`config.mk`:
```
export PLATFORM = sky130hd
export DESIGN_NAME = threshold_filter_stream_flat
export DESIGN_NICKNAME = d
export VERILOG_FILES = /design/src/rtl/threshold_filter_stream_if.sv /design/src/rtl/threshold_filter_stream.sv /design/src/flat_wrapper.sv
export SDC_FILE = /design/constraint.sdc
export NUM_CORES = 1
export LEC_CHECK = 0
export ABC_AREA = 1
export BUFFER_PORTS_ARGS = -buffer_cell sky130_fd_sc_hd__buf_4
export CORE_UTILIZATION = 55
export CTS_CLUSTER_DIAMETER = 50
export DETAILED_ROUTE_END_ITERATION = 16
export GPL_TIMING_DRIVEN = 0
export PLACE_DENSITY = 0.77
export RECOVER_POWER = 25
export SETUP_SLACK_MARGIN = 0.15
export SLEW_MARGIN = 20
export SYNTH_ARGS = -nofsm -noshare
export SYNTH_HDL_FRONTEND = slang
export SYNTH_SLANG_ARGS = --single-unit
```
`constraint.sdc`:
```
create_clock -name clk -period 3.8 [get_ports clk]
set_clock_uncertainty 0.15 [all_clocks]
set_input_delay 0.19 -clock clk [delete_from_list [all_inputs] [get_ports clk]]
set_output_delay 0.19 -clock clk [all_outputs]
set_load 0.01 [all_outputs]
```
`src/rtl/threshold_filter_stream_if.sv`:
```
// Valid/ready stream bundle used for both the sample input and the filtered output.
// The producer side uses the master modport and the consumer side uses the slave modport.
interface threshold_filter_stream_if #(
    parameter int WIDTH = 8
) ();
    logic             valid;
    logic             ready;
    logic [WIDTH-1:0] data;

    modport master (output valid, output data, input ready);
    modport slave  (input valid, input data, output ready);
endinterface

```
`src/rtl/threshold_filter_stream.sv`:
```
// Streaming threshold filter: one result stage register feeding a DEPTH-entry FIFO,
// with three compare modes and saturating pass/drop statistics.
module threshold_filter_stream #(
    parameter int WIDTH = 8,
    parameter int DEPTH = 4,
    parameter int CNT_W = 16
) (
    input  logic                       clk,
    input  logic                       reset_n,
    input  logic [1:0]                 mode,
    input  logic [WIDTH-1:0]           threshold,
    threshold_filter_stream_if.slave   in_s,
    threshold_filter_stream_if.master  out_s,
    output logic [$clog2(DEPTH):0]     fifo_count,
    output logic [CNT_W-1:0]           pass_count,
    output logic [CNT_W-1:0]           drop_count
);
    localparam int AW = $clog2(DEPTH);
    localparam int CW = AW + 1;

    typedef enum logic [1:0] {
        MODE_ZERO  = 2'd0,
        MODE_DROP  = 2'd1,
        MODE_CLAMP = 2'd2,
        MODE_RSVD  = 2'd3
    } mode_t;

    mode_t            mode_sel;
    logic             accept;
    logic             hit;
    logic             pop;
    logic             res_valid;
    logic [WIDTH-1:0] res_data;

    logic             s_valid;
    logic [WIDTH-1:0] s_data;

    logic [WIDTH-1:0] mem [DEPTH];
    logic [AW-1:0]    wr_ptr;
    logic [AW-1:0]    rd_ptr;

    assign mode_sel = mode_t'(mode);

    // Ready counts the in-flight stage entry so a stage write can never find the FIFO full.
    assign in_s.ready  = (fifo_count + CW'(s_valid)) < CW'(DEPTH);
    assign accept      = in_s.valid && in_s.ready;
    assign hit         = in_s.data > threshold;
    assign out_s.valid = (fifo_count != '0);
    assign out_s.data  = out_s.valid ? mem[rd_ptr] : '0;
    assign pop         = out_s.valid && out_s.ready;

    always_comb begin
        res_valid = 1'b1;
        res_data  = '0;
        case (mode_sel)
            MODE_DROP: begin
                res_valid = hit;
                res_data  = in_s.data;
            end
            MODE_CLAMP: res_data = hit ? threshold : in_s.data;
            default:    res_data = hit ? in_s.data : '0;
        endcase
    end

    always_ff @(posedge clk or negedge reset_n) begin
        if (!reset_n) begin
            s_valid <= 1'b0;
            s_data  <= '0;
        end else begin
            s_valid <= accept && res_valid;
            if (accept) begin
                s_data <= res_data;
            end
        end
    end

    always_ff @(posedge clk) begin
        if (s_valid) begin
            mem[wr_ptr] <= s_data;
        end
    end

    // Pointers wrap naturally because DEPTH is a power of two.
    always_ff @(posedge clk or negedge reset_n) begin
        if (!reset_n) begin
            wr_ptr     <= '0;
            rd_ptr     <= '0;
            fifo_count <= '0;
        end else begin
            if (s_valid) begin
                wr_ptr <= wr_ptr + 1'b1;
            end
            if (pop) begin
                rd_ptr <= rd_ptr + 1'b1;
            end
            case ({s_valid, pop})
                2'b10:   fifo_count <= fifo_count + 1'b1;
                2'b01:   fifo_count <= fifo_count - 1'b1;
                default: fifo_count <= fifo_count;
            endcase
        end
    end

    always_ff @(posedge clk or negedge reset_n) begin
        if (!reset_n) begin
            pass_count <= '0;
            drop_count <= '0;
        end else begin
            if (accept && hit && (pass_count != '1)) begin
                pass_count <= pass_count + 1'b1;
            end
            if (accept && !hit && (mode_sel == MODE_DROP) && (drop_count != '1)) begin
                drop_count <= drop_count + 1'b1;
            end
        end
    end
endmodule

```
`src/flat_wrapper.sv`:
```
// flat-port wrapper written by rule: the top's interface ports become plain ports
module threshold_filter_stream_flat 
#(
    parameter int WIDTH = 8,
    parameter int DEPTH = 4,
    parameter int CNT_W = 16
)
  (clk, reset_n, mode, threshold, fifo_count, pass_count, drop_count, in_s_valid, in_s_data, in_s_ready, out_s_valid, out_s_data, out_s_ready);
  threshold_filter_stream_if #(.WIDTH(WIDTH)) in_s_i ();
  threshold_filter_stream_if #(.WIDTH(WIDTH)) out_s_i ();
  input  logic clk;
  input  logic reset_n;
  input  logic [1:0] mode;
  input  logic [WIDTH-1:0] threshold;
  output logic [$clog2(DEPTH):0] fifo_count;
  output logic [CNT_W-1:0] pass_count;
  output logic [CNT_W-1:0] drop_count;
  input wire logic [$bits(in_s_i.valid)-1:0] in_s_valid;
  input wire logic [$bits(in_s_i.data)-1:0] in_s_data;
  output wire logic [$bits(in_s_i.ready)-1:0] in_s_ready;
  output wire logic [$bits(out_s_i.valid)-1:0] out_s_valid;
  output wire logic [$bits(out_s_i.data)-1:0] out_s_data;
  input wire logic [$bits(out_s_i.ready)-1:0] out_s_ready;
  assign in_s_i.valid = in_s_valid;
  assign in_s_i.data = in_s_data;
  assign in_s_ready = in_s_i.ready;
  assign out_s_valid = out_s_i.valid;
  assign out_s_data = out_s_i.data;
  assign out_s_i.ready = out_s_ready;
  threshold_filter_stream #(.WIDTH(WIDTH), .DEPTH(DEPTH), .CNT_W(CNT_W)) u_core (.clk(clk), .reset_n(reset_n), .mode(mode), .threshold(threshold), .in_s(in_s_i), .out_s(out_s_i), .fifo_count(fifo_count), .pass_count(pass_count), .drop_count(drop_count));
endmodule
```
### Word level (Yosys, flattened, before mapping)

Memories as Yosys holds them, arrays and structs flattened.
Index checks and enable logic that the tools add are counted.

| cells by class | value |
|---|---|
| $add $sub $neg | 7 |
| multiply operators | 0 |
| div/mod/pow operators | 0 |
| order comparisons | 2 |
| eq/ne operators | 6 |
| shifts and indexed selects | 0 |
| muxes and demuxes | 8 |
| bitwise operators | 0 |
| reduce and logical (&&, ||, !) cells | 11 |

Operators with widths:

| kind | number |
|---|---|
| 16-bit by 1-bit adder with 16-bit output, second input constant | 2 |
| 16-bit inequality test, second input constant | 2 |
| 8-bit 2-to-1 mux | 3 |
| 8-bit one-hot mux with 2 select lines | 1 |
| 8-bit > comparator | 1 |
| 1-bit logical AND | 8 |
| 3-bit one-hot mux with 2 select lines | 1 |
| 2-bit by 1-bit adder with 2-bit output, second input constant | 2 |
| 2-bit by 1-bit == test with 1-bit output, second input constant | 2 |
| 2-bit == test, second input constant | 2 |
| 3-bit by 1-bit adder with 3-bit output | 1 |
| 3-bit by 1-bit adder with 3-bit output, second input constant | 1 |
| 3-bit < comparator, second input constant | 1 |
| 1-bit 2-to-1 mux | 3 |
| 3-bit nonzero test | 1 |
| 3-bit by 1-bit subtractor with 3-bit output, second input constant | 1 |
| 2-bit nonzero test | 1 |
| 1-bit logical NOT | 1 |

| storage, ports and cells | value |
|---|---|
| register bits | 48 |
| latch bits | 0 |
| RAM bits | 32 |
| bits in read-only memories | 0 |
| input bits | 22 |
| output and inout bits | 45 |
| logic and storage cells | 42 |
| memories | 1 |

Memories:

| memory | depth | bits a word | rd ports | clocked after memory_dff | wr ports | RTL line | source |
|---|---|---|---|---|---|---|---|
| u_core.mem | 4 | 8 | 1 | 0 | 1 | threshold_filter_stream.sv:38 | `logic [WIDTH-1:0] mem [DEPTH];` |

### Depth between registers and ports, before layout

| logic depth | value |
|---|---|
| depth after elaboration | 6 |
| depth in mapped cells | 15 |

### Worst setup path before layout

No wires, ideal clock.

| timing path | value |
|---|---|
| path kind | flip-flop to flip-flop |
| from | register u_core.fifo_count[1] |
| to | register u_core.fifo_count[1] |
| library setup time | 0.083 ns |
| arrival time | 1.932 ns |
| setup slack | 1.636 ns |
| stages on the path, launching flop included | 9 |
| period minus slack after synthesis | 2.164 ns |
| cells stage by stage | dfrtp_1 nor3_2 inv_1 nand2_1 inv_1 ha_1 inv_1 fa_1 o21ai_0 |

| on the way | value |
|---|---|
| word-level cells in the longest chain between the ends | 4 |

Ends and longest elaborated chain:

| element | RTL line | source |
|---|---|---|
| start: declaration | threshold_filter_stream.sv:14 | `output logic [$clog2(DEPTH):0] fifo_count,` |
| start signal: assignment | threshold_filter_stream.sv:97 | `2'b10: fifo_count <= fifo_count + 1'b1;` |
| start signal: assignment | threshold_filter_stream.sv:98 | `2'b01: fifo_count <= fifo_count - 1'b1;` |
| start signal: assignment | threshold_filter_stream.sv:99 | `default: fifo_count <= fifo_count;` |
| 3-bit nonzero test (*) | threshold_filter_stream.sv:48 | `assign out_s.valid = (fifo_count != '0);` |
| net out_s_valid | flat_wrapper.sv:21 | `output wire logic [$bits(out_s_i.valid)-1:0] out_s_valid;` |
| 1-bit logical AND (*) | threshold_filter_stream.sv:50 | `assign pop = out_s.valid && out_s.ready;` |
| 2-bit by 1-bit == test with 1-bit output or 2-bit == test (tied branches) | threshold_filter_stream.sv:96 | `case ({s_valid, pop})` |
| 3-bit one-hot mux with 2 select lines or 2-bit nonzero test (tied branches) | n/a |  |

The timed path passes the listed nets; every way through them passes the cells marked *.
A chain may end at the register's enable or synchronous reset.

### Worst setup path in the final report

| timing path | value |
|---|---|
| from | register u_core.rd_ptr[0] |
| to | output out_s_data[5] |

| on the way | value |
|---|---|
| word-level cells in the longest chain between the ends | 2 |

Ends and longest elaborated chain:

| element | RTL line | source |
|---|---|---|
| start: declaration | threshold_filter_stream.sv:40 | `logic [AW-1:0] rd_ptr;` |
| start signal: assignment | threshold_filter_stream.sv:94 | `rd_ptr <= rd_ptr + 1'b1;` |
| memory 4 x 8 bit | n/a |  |
| 8-bit 2-to-1 mux | threshold_filter_stream.sv:49 | `assign out_s.data = out_s.valid ? mem[rd_ptr] : '0;` |
| end: declaration | flat_wrapper.sv:22 | `output wire logic [$bits(out_s_i.data)-1:0] out_s_data;` |

Every way passes these cells.

==> impl_results.md <==
- Gate Count Post-Synth: around 530
- Slew margin rel.: approximately 57%
- Minimum clock period: 2501 ps
- First-pass GRT wire length: around 16000 um
- Initial Utilization: approximately 58%
- RSZ-0062 raised after global routing: false
- Largest family of logic cells by synthesized area: simple AND/OR/NAND/NOR gates
- Final Setup Violations: 0
- ANT nets after route: 0
- Core ar.: ~8000 sq um
- Ys flop type: dfrtp_1
- Critical Path Fanout Max: 10
- Post-synthesis cell area: about 4500 sq um
- Die area: 8551 sq um
- Sequential Power Share: between 40 and 50%
- Setup tns final: 0 ps
- Post-DP HPWL: between 6000 and 7000 um
- Post-synthesis sequential area ratio: around half
- # rows: 32
- Synthesis warning total: 0
- Switching part of the total power: 38.52%
- Port Buffers: 66
- Die Ht: 92.47 um
- Wire per inst: between 10 and 15 um
- Sw power: roughly 1200 uW
- Grt ovf: 0
- Synth area leader: dfrtp_1
- Cts bufs inserted: 9
- Setup CP Type: flop to output port
- Drt drc: 0
- Via Count: ~3700
- CTS tree: done
- Synth Area in Simple Gates: a little under a quarter
- Highest Clock Rate: about 400 MHz
- Die Width: 92.47 um
- N_diodes: 0
- Root Buffer: clkbuf_8
- Final net count: roughly 640
- Max cap viols: 0
- Worst path required time: 3460 ps
- Synth Area in XOR/XNOR: 6.003%
- Yosys top cell area share: 26.68%
- Final-report hold violation count: 0
- Final GP Congestion: about 0.86
- Status: completed
- Asr flop ratio synth: around 60%
- Initial antenna violation count: 0
- Area growth syn-to-layout: 18.32%
- GRT Util Overall: 23.75%
- Initial DRC count: 170
- Fin crit share: 65.81%
- Synthesized flop and latch total: 80
- Post-Syn Nets: between 500 and 600
- Compound-Gate Fraction of Synth Area: under 10%
- Syn_area_per_cell: between 8 and 9 sq um
- Top-Level Pins: 67
- Logic pwr share: around two fifths
- Largest net degree at the start of global routing: 49
- Min-delay worst type: input port to flop
- Post-synthesis mux area share: 0%
- Startpoint Class: flop
- Number of vias per cell: around 5.2
- Final wirelength: 9417 um
- Clock Sinks: 80
- Worst Tran Pin Value: 644.7 ps
- Post-synth top cells: nand2_1, inv_1, nor2_1, dfrtp_1, nand3_1
- Dominant cells by area after synthesis: dfrtp_1, edfxtp_1, nand2_1
- Non-filler instance count after layout: slightly above 700
- Register-to-Register Setup Slack: about 1300 ps
- EDFF count, synth: 32
- Resize count post-CTS: 0
- Max Slew Vio Count: 0
- Placed cell count: 694
- Max VDD drop: 0.2208 mV
- Arrival @ worst endpoint: about 2200 ps
- Pint: between 1500 and 2000 uW
- Max Root-Sink Buffers: 2
- Crit path capture type: output port
- Layout cells sized above 1: 17.73%
- Pwr Density: 601.1 nW/um^2
- Power share of the clock group: 19.2%
- Skew-Pair Late Insertion Delay: about 340 ps
- Vias in the first global route: 3490
- Drt pass-1 iters: 4
- H-tree levels: 3
- Clock Pin Slew Worst Setup and Hold Paths: approximately 90 ps
- Synth cell types: 38
- Leakage: about 0.0025 uW
- Post-Synth Adder-Cell Area: 5.170%
- Most common cell in the synthesized netlist: nand2_1
[through the flow]
step | utilization [%] | instance area (sq um) | setup WS [ps] | hold WS, ps | power [uW]
final | 68.22 | 5326 | 1299 | 60.42 | 3202
after global routing | 68.22 | 5326 | 1135 | 83.17 | 3431
after CTS | 68.27 | 5330 | 1303 | 49.72 | 3221
after detailed placement | 65.64 | 5125 | 1329 | 97.45 | 2599
after global placement | 65.64 | 5125 | 1482 | 92.13 | 2537
after floorplan | - | 4502 | 1636 | -255.6 | 2085
[final cells by class]
| type | instances | area (sq um) |
|---|---|---|
| tap | 102 | 127.6 |
| timing repair buffer | 67 | 505.5 |
| fill | 654 | 2481 |
| sequential | 80 | 2162 |
| clock buffer | 10 | 127.6 |
| multi-input combinational | 353 | 1947 |
| clock inverter | 6 | 67.56 |
| inverter | 77 | 291.5 |
| buffer | 16 | 97.59 |
[per-layer routing]
layer | GRT usage (%) | vias to the layer above | part of all wire, %
met5 | 0 | - | 0
met4 | 6.250 | 0 | 1.2
met3 | 4.926 | 11 | 5.2
met2 | 38.89 | 114 | 48
met1 | 32.19 | 1746 | 46
li1 | - | 1857 | -
[power groups by stage]
stage          Combinational, uW  Clock [uW]  Sequential [uW]
6_report                    1270         615             1320
3_5_place_dp                1260           0             1330
4_1_cts                     1280         625             1320
5_1_grt                     1420         664             1350
2_1_floorplan                760           0             1330
3_3_place_gp                1210           0             1320
[sequential cells by signal, indices dropped and copies added, names as in the netlist]
name / flops
u_core.drop_count: 16
u_core.fifo_count: 3
u_core.mem: 32
u_core.pass_count: 16
u_core.rd_ptr: 2
u_core.s_data: 8
u_core.s_valid: 1
u_core.wr_ptr: 2
[repair_timing]
item / in CTS / in global routing
buffers inserted: 0 / 0
hold buffers: 1 / 0
endpoints found under the hold margin: 48 / 0
[cells in the final DEF, fill, tap and decap left out, types with 27 or more instances in the layout]
| master | n |
|---|---|
| dfrtp_1 | 48 |
| inv_1 | 74 |
| o21ai_0 | 27 |
| nor2_1 | 56 |
| a21oi_1 | 27 |
| buf_4 | 67 |
| edfxtp_1 | 32 |
| nand2_1 | 102 |
| nand3_1 | 44 |
[path summary, 6_finish.rpt]
path / start / to / depth (start not counted)
max reg2reg: u_core.fifo_count[1] / u_core.fifo_count[1] / 8
max: u_core.rd_ptr[0] / out_s_data[5] / 7
min: out_s_ready / u_core.rd_ptr[0] / 4
min reg2reg: u_core.drop_count[14] / u_core.drop_count[14] / 2
min in group asynchronous: reset_n / u_core.wr_ptr[0] / 2
max in group asynchronous: reset_n / u_core.drop_count[15] / 2
[critical path, stage by stage, from the launching register on]
cell	delay [ps]
dfrtp_1	330
clkbuf_1	380
clkbuf_1	430
nor2_1	110
nor2_1	110
o21ai_0	90
a21oi_1	200
buf_4	160
[kinds of logic after synthesis]
family | after synthesis
AO/OA/AOI/OAI | 74
AND/OR/NAND/NOR | 231
buffers and inverters | 93
XOR/XNOR | 30
adder cells (fa/ha/maj) | 18
flip-flops | 80
No activity file was read; power rests on OpenSTA's default activity.
